===== src/rtl/button_conditioner.sv =====
// button_conditioner: synchronises, debounces and edge-detects the six raw
// board buttons {carry,chop,down,up,right,left} for game_logic.
// btn_level is the debounced level of each button. btn_pulse is a one-cycle
// strobe in the first cycle that a button's level is high.
// Optional feature macro: AUTO_REPEAT_EN. When it is defined, the four movement
// buttons (left/right/up/down) also emit auto-repeat pulses while held.
module button_conditioner #(
  parameter int NUM_BTNS        = 6,
  parameter int DEBOUNCE_CYCLES = 650000,
  parameter int REPEAT_DELAY    = 26000000,
  parameter int REPEAT_PERIOD   = 9750000
) (
  input  logic                clock,
  input  logic                reset_n,
  input  logic [NUM_BTNS-1:0] btn_raw,
  output logic [NUM_BTNS-1:0] btn_level,
  output logic [NUM_BTNS-1:0] btn_pulse
);

  localparam int DW = $clog2(DEBOUNCE_CYCLES + 1);
  localparam logic [DW-1:0] DB_LAST = DW'(DEBOUNCE_CYCLES - 1);

  logic [NUM_BTNS-1:0] sync1_q;
  logic [NUM_BTNS-1:0] sync2_q;
  logic [NUM_BTNS-1:0] level_q;
  logic [NUM_BTNS-1:0] level_d;
  logic [NUM_BTNS-1:0] pulse_q;
  logic [NUM_BTNS-1:0] pulse_d;
  logic [NUM_BTNS-1:0] press_s;
  logic [DW-1:0]       db_cnt_q [NUM_BTNS];
  logic [DW-1:0]       db_cnt_d [NUM_BTNS];

`ifdef AUTO_REPEAT_EN
  // Only the low four bits (left/right/up/down) get a repeat engine.
  localparam int NUM_MOVE = (NUM_BTNS < 4) ? NUM_BTNS : 4;
  localparam int RMAX     = (REPEAT_DELAY > REPEAT_PERIOD) ? REPEAT_DELAY : REPEAT_PERIOD;
  localparam int RW       = $clog2(RMAX + 1);
  localparam logic [RW-1:0] RPT_DELAY_LAST  = RW'(REPEAT_DELAY - 1);
  localparam logic [RW-1:0] RPT_PERIOD_LAST = RW'(REPEAT_PERIOD - 1);

  typedef enum logic [1:0] {
    RPT_IDLE   = 2'd0,
    RPT_WAIT   = 2'd1,
    RPT_REPEAT = 2'd2
  } rpt_state_e;

  rpt_state_e          rpt_state_q [NUM_MOVE];
  rpt_state_e          rpt_state_d [NUM_MOVE];
  logic [RW-1:0]       rpt_cnt_q   [NUM_MOVE];
  logic [RW-1:0]       rpt_cnt_d   [NUM_MOVE];
  logic [NUM_MOVE-1:0] rpt_pulse_s;

  // Saturating increment: the repeat counter must never wrap.
  function automatic logic [RW-1:0] sat_inc(input logic [RW-1:0] v);
    if (v == {RW{1'b1}}) begin
      sat_inc = v;
    end else begin
      sat_inc = v + RW'(1);
    end
  endfunction
`else
  // Repeat timing is unused in this build; the parameters stay on the
  // interface so both builds share one instantiation.
  if ((REPEAT_DELAY < 1) || (REPEAT_PERIOD < 1)) begin : g_repeat_params_unused
  end
`endif

  // Next-state logic: per-bit debounce, press detection and (optionally) repeat.
  always_comb begin
    level_d = level_q;
    for (int i = 0; i < NUM_BTNS; i++) begin
      db_cnt_d[i] = '0;
      if (sync2_q[i] == level_q[i]) begin
        db_cnt_d[i] = '0;
      end else if (db_cnt_q[i] == DB_LAST) begin
        // Mismatch has held long enough: accept the new level.
        level_d[i]  = ~level_q[i];
        db_cnt_d[i] = '0;
      end else begin
        db_cnt_d[i] = db_cnt_q[i] + DW'(1);
      end
    end

    press_s = level_d & ~level_q;
    pulse_d = press_s;

`ifdef AUTO_REPEAT_EN
    for (int i = 0; i < NUM_MOVE; i++) begin
      rpt_state_d[i] = rpt_state_q[i];
      rpt_cnt_d[i]   = rpt_cnt_q[i];
      rpt_pulse_s[i] = 1'b0;
      if (!level_d[i]) begin
        // Release aborts repeating in the same cycle, without a pulse.
        rpt_state_d[i] = RPT_IDLE;
        rpt_cnt_d[i]   = '0;
      end else begin
        case (rpt_state_q[i])
          RPT_IDLE: begin
            rpt_cnt_d[i] = '0;
            if (press_s[i]) begin
              rpt_state_d[i] = RPT_WAIT;
            end else begin
              rpt_state_d[i] = RPT_IDLE;
            end
          end
          RPT_WAIT: begin
            if (rpt_cnt_q[i] == RPT_DELAY_LAST) begin
              rpt_state_d[i] = RPT_REPEAT;
              rpt_cnt_d[i]   = '0;
              rpt_pulse_s[i] = 1'b1;
            end else begin
              rpt_cnt_d[i] = sat_inc(rpt_cnt_q[i]);
            end
          end
          RPT_REPEAT: begin
            if (rpt_cnt_q[i] == RPT_PERIOD_LAST) begin
              rpt_cnt_d[i]   = '0;
              rpt_pulse_s[i] = 1'b1;
            end else begin
              rpt_cnt_d[i] = sat_inc(rpt_cnt_q[i]);
            end
          end
          default: begin
            rpt_state_d[i] = RPT_IDLE;
            rpt_cnt_d[i]   = '0;
          end
        endcase
      end
      pulse_d[i] = press_s[i] | rpt_pulse_s[i];
    end
`endif
  end

  // State registers: synchroniser, debounced levels, counters and output strobes.
  always_ff @(posedge clock or negedge reset_n) begin
    if (!reset_n) begin
      sync1_q <= '0;
      sync2_q <= '0;
      level_q <= '0;
      pulse_q <= '0;
      for (int i = 0; i < NUM_BTNS; i++) begin
        db_cnt_q[i] <= '0;
      end
`ifdef AUTO_REPEAT_EN
      for (int i = 0; i < NUM_MOVE; i++) begin
        rpt_state_q[i] <= RPT_IDLE;
        rpt_cnt_q[i]   <= '0;
      end
`endif
    end else begin
      sync1_q <= btn_raw;
      sync2_q <= sync1_q;
      level_q <= level_d;
      pulse_q <= pulse_d;
      for (int i = 0; i < NUM_BTNS; i++) begin
        db_cnt_q[i] <= db_cnt_d[i];
      end
`ifdef AUTO_REPEAT_EN
      for (int i = 0; i < NUM_MOVE; i++) begin
        rpt_state_q[i] <= rpt_state_d[i];
        rpt_cnt_q[i]   <= rpt_cnt_d[i];
      end
`endif
    end
  end

  assign btn_level = level_q;
  assign btn_pulse = pulse_q;

endmodule


===== config.mk =====
export PLATFORM = sky130hd
export DESIGN_NAME = button_conditioner
export DESIGN_NICKNAME = d
export VERILOG_FILES = /design/src/rtl/button_conditioner.sv
export SDC_FILE = /design/constraint.sdc
export NUM_CORES = 1
export LEC_CHECK = 0
export CAP_MARGIN = 20
export CORE_UTILIZATION = 39
export CTS_CLUSTER_SIZE = 8
export DETAILED_ROUTE_END_ITERATION = 6
export SLEW_MARGIN = 20
export SYNTH_ARGS = -nofsm -noshare
export SYNTH_HDL_FRONTEND = slang
export SYNTH_SLANG_ARGS = --single-unit

===== constraint.sdc =====
create_clock -name clock -period 3.4 [get_ports clock]
set_input_delay 0.34 -clock clock [delete_from_list [all_inputs] [get_ports clock]]
set_output_delay 0.34 -clock clock [all_outputs]
set_load 0.02 [all_outputs]

==> results by group <==
Outcome
  – Outcome: completed

Power and ir drop
  – Power share of the sequential group: 47.8%
  – Comb pwr share: 2.8%
  – Pleak: 3.05 nW
  – Int Pwr: about 2.9 mW
  – Power, Total: approximately 3.7 mW
  – Sw frac: 22.2%
  – Clock Power Share: 49.5%
  – Cell Pwr Density: 467 mW/mm2
  – NetSw: about 0.82 mW
  – VDD IR max: 0.000384 V

CTS
  – Hold buffers post-CTS: 0
  – Root buffer cell: clkbuf_16
  – Worst skew pair latency: 0.42 ns
  – Post-CTS setup buffers: 0
  – PostCTS Resize Cnt: 0
  – Bufs on Longest Clock Path: 2
  – CTS sink cnt: 144
  – CTS H-tree lvls: 4
  – CTS tree: yes
  – Clock-pin slew on the worst setup and hold paths: 0.06 ns
  – Total CTS buffers: 17

Routing
  – 1st-iter DRT viols: 262
  – Vias: 5035
  – Drc violations: 0
  – Met1 WL: 6250 um
  – Post-route ant nets: 0
  – Uppermost layer routed: met4
  – WL met2: 6160 um
  – Vias per std cell: roughly 5.3
  – Routed WL per cell: around 14 um
  – Met3 Wirelength: 455 um
  – Final wirelength: approximately 13000 um
  – DRT Pass-1 Iters: 5

Yosys
  – Syn avg cell area: 10.1 um2
  – Mux share of post-synthesis cell area: 1.70%
  – Unique masters post-synth: 49
  – Adder-Cell Fraction of Synth Area: between 1 and 1.5%
  – Largest family of logic cells by synthesized area: simple AND/OR/NAND/NOR gates
  – Sequential cell area fraction in the yosys report: about 52%
  – Post-synth top area share: 52.1%
  – Post-synthesis register bit count: 144
  – Largest area contributor in the netlist: dfrtp_1
  – Ys Warns: 0
  – Post-synthesis simple-gate area fraction: 26.9%
  – Post-synth EDFFs: 0
  – Synth top area cells: dfrtp_1 (52%), xnor2_1 (8.5%), nor2_1 (6.3%)
  – Post-Syn Area: approximately 0.007 mm2
  – Mapped Cells: 682
  – Asr flop ratio synth: 100%
  – Synth Area in Compound Gates: 4.27%
  – Syn nets: slightly below 700
  – Top FF cell, synth: dfrtp_1
  – Post-Synth XOR/XNOR Area: 11.4%

Floorplan
  – Initial Util: 40.0%
  – Die width: 135 um
  – Core area: 0.0173 mm2
  – Num rows: 48
  – IO Count: 20
  – Die area: 0.0183 mm2
  – Overall die height: 135 um

Timing
  – Fmax: 0.441 GHz
  – Slew margin rel.: roughly 44%
  – Total Neg Setup Slack: 0 ns
  – Endpoints failing setup: 0
  – Period Utilization, post-route: 66.7%
  – Worst Skew: 0.00749 ns
  – Slew @ Worst Pin: 0.843 ns
  – Final hold violations: 0
  – Pins Over Slew Limit: 0
  – Post-route minimum period: 2.27 ns
  – RSZ-0062 raised after global routing: no

Critical path
  – Startpoint class of the critical path: flop
  – CP Launch Point: db_cnt_q[20]
  – Worst EP required: 3.70 ns
  – CP Class: flop to flop
  – Worst reg2reg path startpoint: db_cnt_q[20]
  – R2R depth: 6
  – CP endpoint kind: flop
  – Crit Path Max Fanout: 9
  – Critical path arrival: about 2.6 ns

Hold path
  – Worst Hold Class: primary input to asynchronous set/reset pin

Run
  – Max cap viols: 0

GRT
  – Vias in the first global route: 4882
  – Overflow left after global routing: 0
  – GRT Util Overall: between 10% and 20%
  – First-pass GRT wire length: 22700 um
  – Initial antenna violation count: 0
  – Largest net degree at the start of global routing: 92

Finish
  – Most frequent cells in the layout: dfrtp_1 (144), nor2_1 (116), xnor2_1 (67), nand4_1 (38), nand3_1 (38)
  – Area Overhead vs Synth: 14.1%
  – Diode count: 0
  – Post-layout net count: about 700
  – Layout cells sized above 1: 8.23%
  – Most common cell after layout, fill and taps aside: dfrtp_1

Placed design
  – GP Congestion: approximately 0.83
  – PortBufs: 19
  – Post-DP HPWL: 8580 um
-- stage by stage --
stage                     worst slack, ns  std cells  utilization, %  hold slack, ns  cell area [um2]
after global routing                0.953        942            45.7          0.0839             7900
after floorplan                      1.57        682               -          0.0444             6920
after global placement               1.28        910            42.3           0.335             7320
after CTS                            1.12        942            45.7          0.0516             7900
after detailed placement             1.20        910            42.3           0.339             7320
final                                1.13        942            45.7         0.00955             7900
-- worst max-delay path, stage by stage, from the launching register on --
cell and delay (ns):
dfrtp_1 0.40, ha_1 0.23, nand3_2 0.20, nand4b_1 0.28, o41ai_2 0.67, buf_4 0.30, nor2_1 0.07
-- synthesized netlist by cell type, types with 2 or more instances --
library cell and count:
or4_1 5, and3_1 12, buf_4 3, nand2_1 27, nor4b_1 5, nand3_2 3, or3_1 13, o31ai_1 2
o21ai_0 12, nand2b_1 2, mux2_2 6, and4_1 7, buf_2 6, and2_1 3, nor3b_1 7, inv_1 20
nand4_1 38, nand3_1 38, o41ai_1 2, clkbuf_1 6, ha_1 6, or4b_1 3, xnor2_1 67, nor3_1 21
dfrtp_1 144, nand4b_1 3, nor4_1 33, or4_4 3, o21ai_2 2, a31o_2 3, xor2_1 23, mux2i_1 5
a21oi_1 20, nor2_1 116, buf_6 2
-- registers in the layout, summed over array words and instances (netlist names) --
signal	flops
db_cnt_q	120
sync1_q	6
btn_level	6
btn_pulse	6
sync2_q	6
-- final timing paths --
kind | endpoint | slack, ns
worst max register to register | db_cnt_q[26] | 1.13
worst max-delay path | db_cnt_q[26] | 1.13
max in group asynchronous | db_cnt_q[71] | 2.61
worst min register to register | sync2_q[1] | 0.35
worst min-delay path | sync1_q[5] | 0.01
min in group clock | sync2_q[1] | 0.35
-- per-layer routing --
layer	global-route usage, %	vias to the layer above
li1	-	2481
met3	3.18	12
met5	0	-
met1	21.0	2443
met2	24.5	99
met4	5.93	0
-- cell type report --
type | instances | area (um2)
Tap cell | 225 | 282
Multi-Input combinational cell | 500 | 3140
Fill cell | 1638 | 9400
Sequential cell | 144 | 3600
Inverter | 20 | 75.1
Clock inverter | 14 | 140
Clock buffer | 18 | 439
Timing Repair Buffer | 21 | 219
-- power groups by stage --
stage / sequential (mW) / clock, mW / combinational, mW
final: 1.76 / 1.82 / 0.102
after global routing: 1.76 / 1.94 / 0.120
after CTS: 1.76 / 1.87 / 0.107
after detailed placement: 1.79 / 0 / 0.106
after global placement: 1.79 / 0 / 0.102
after floorplan: 1.79 / 0 / 0.0545
-- cell families (layout without fill, tap and decap cells) --
kind of cell,Yosys count,in the layout
AOI/OAI and AO/OA,47,47
xor gates and xnor gates,90,90
adders and majority gates,6,6
buffers and inverters,38,73
DFF,144,144
muxes,11,11
and+or+nand+nor,346,346
No activity file was read; power rests on OpenSTA's default activity.
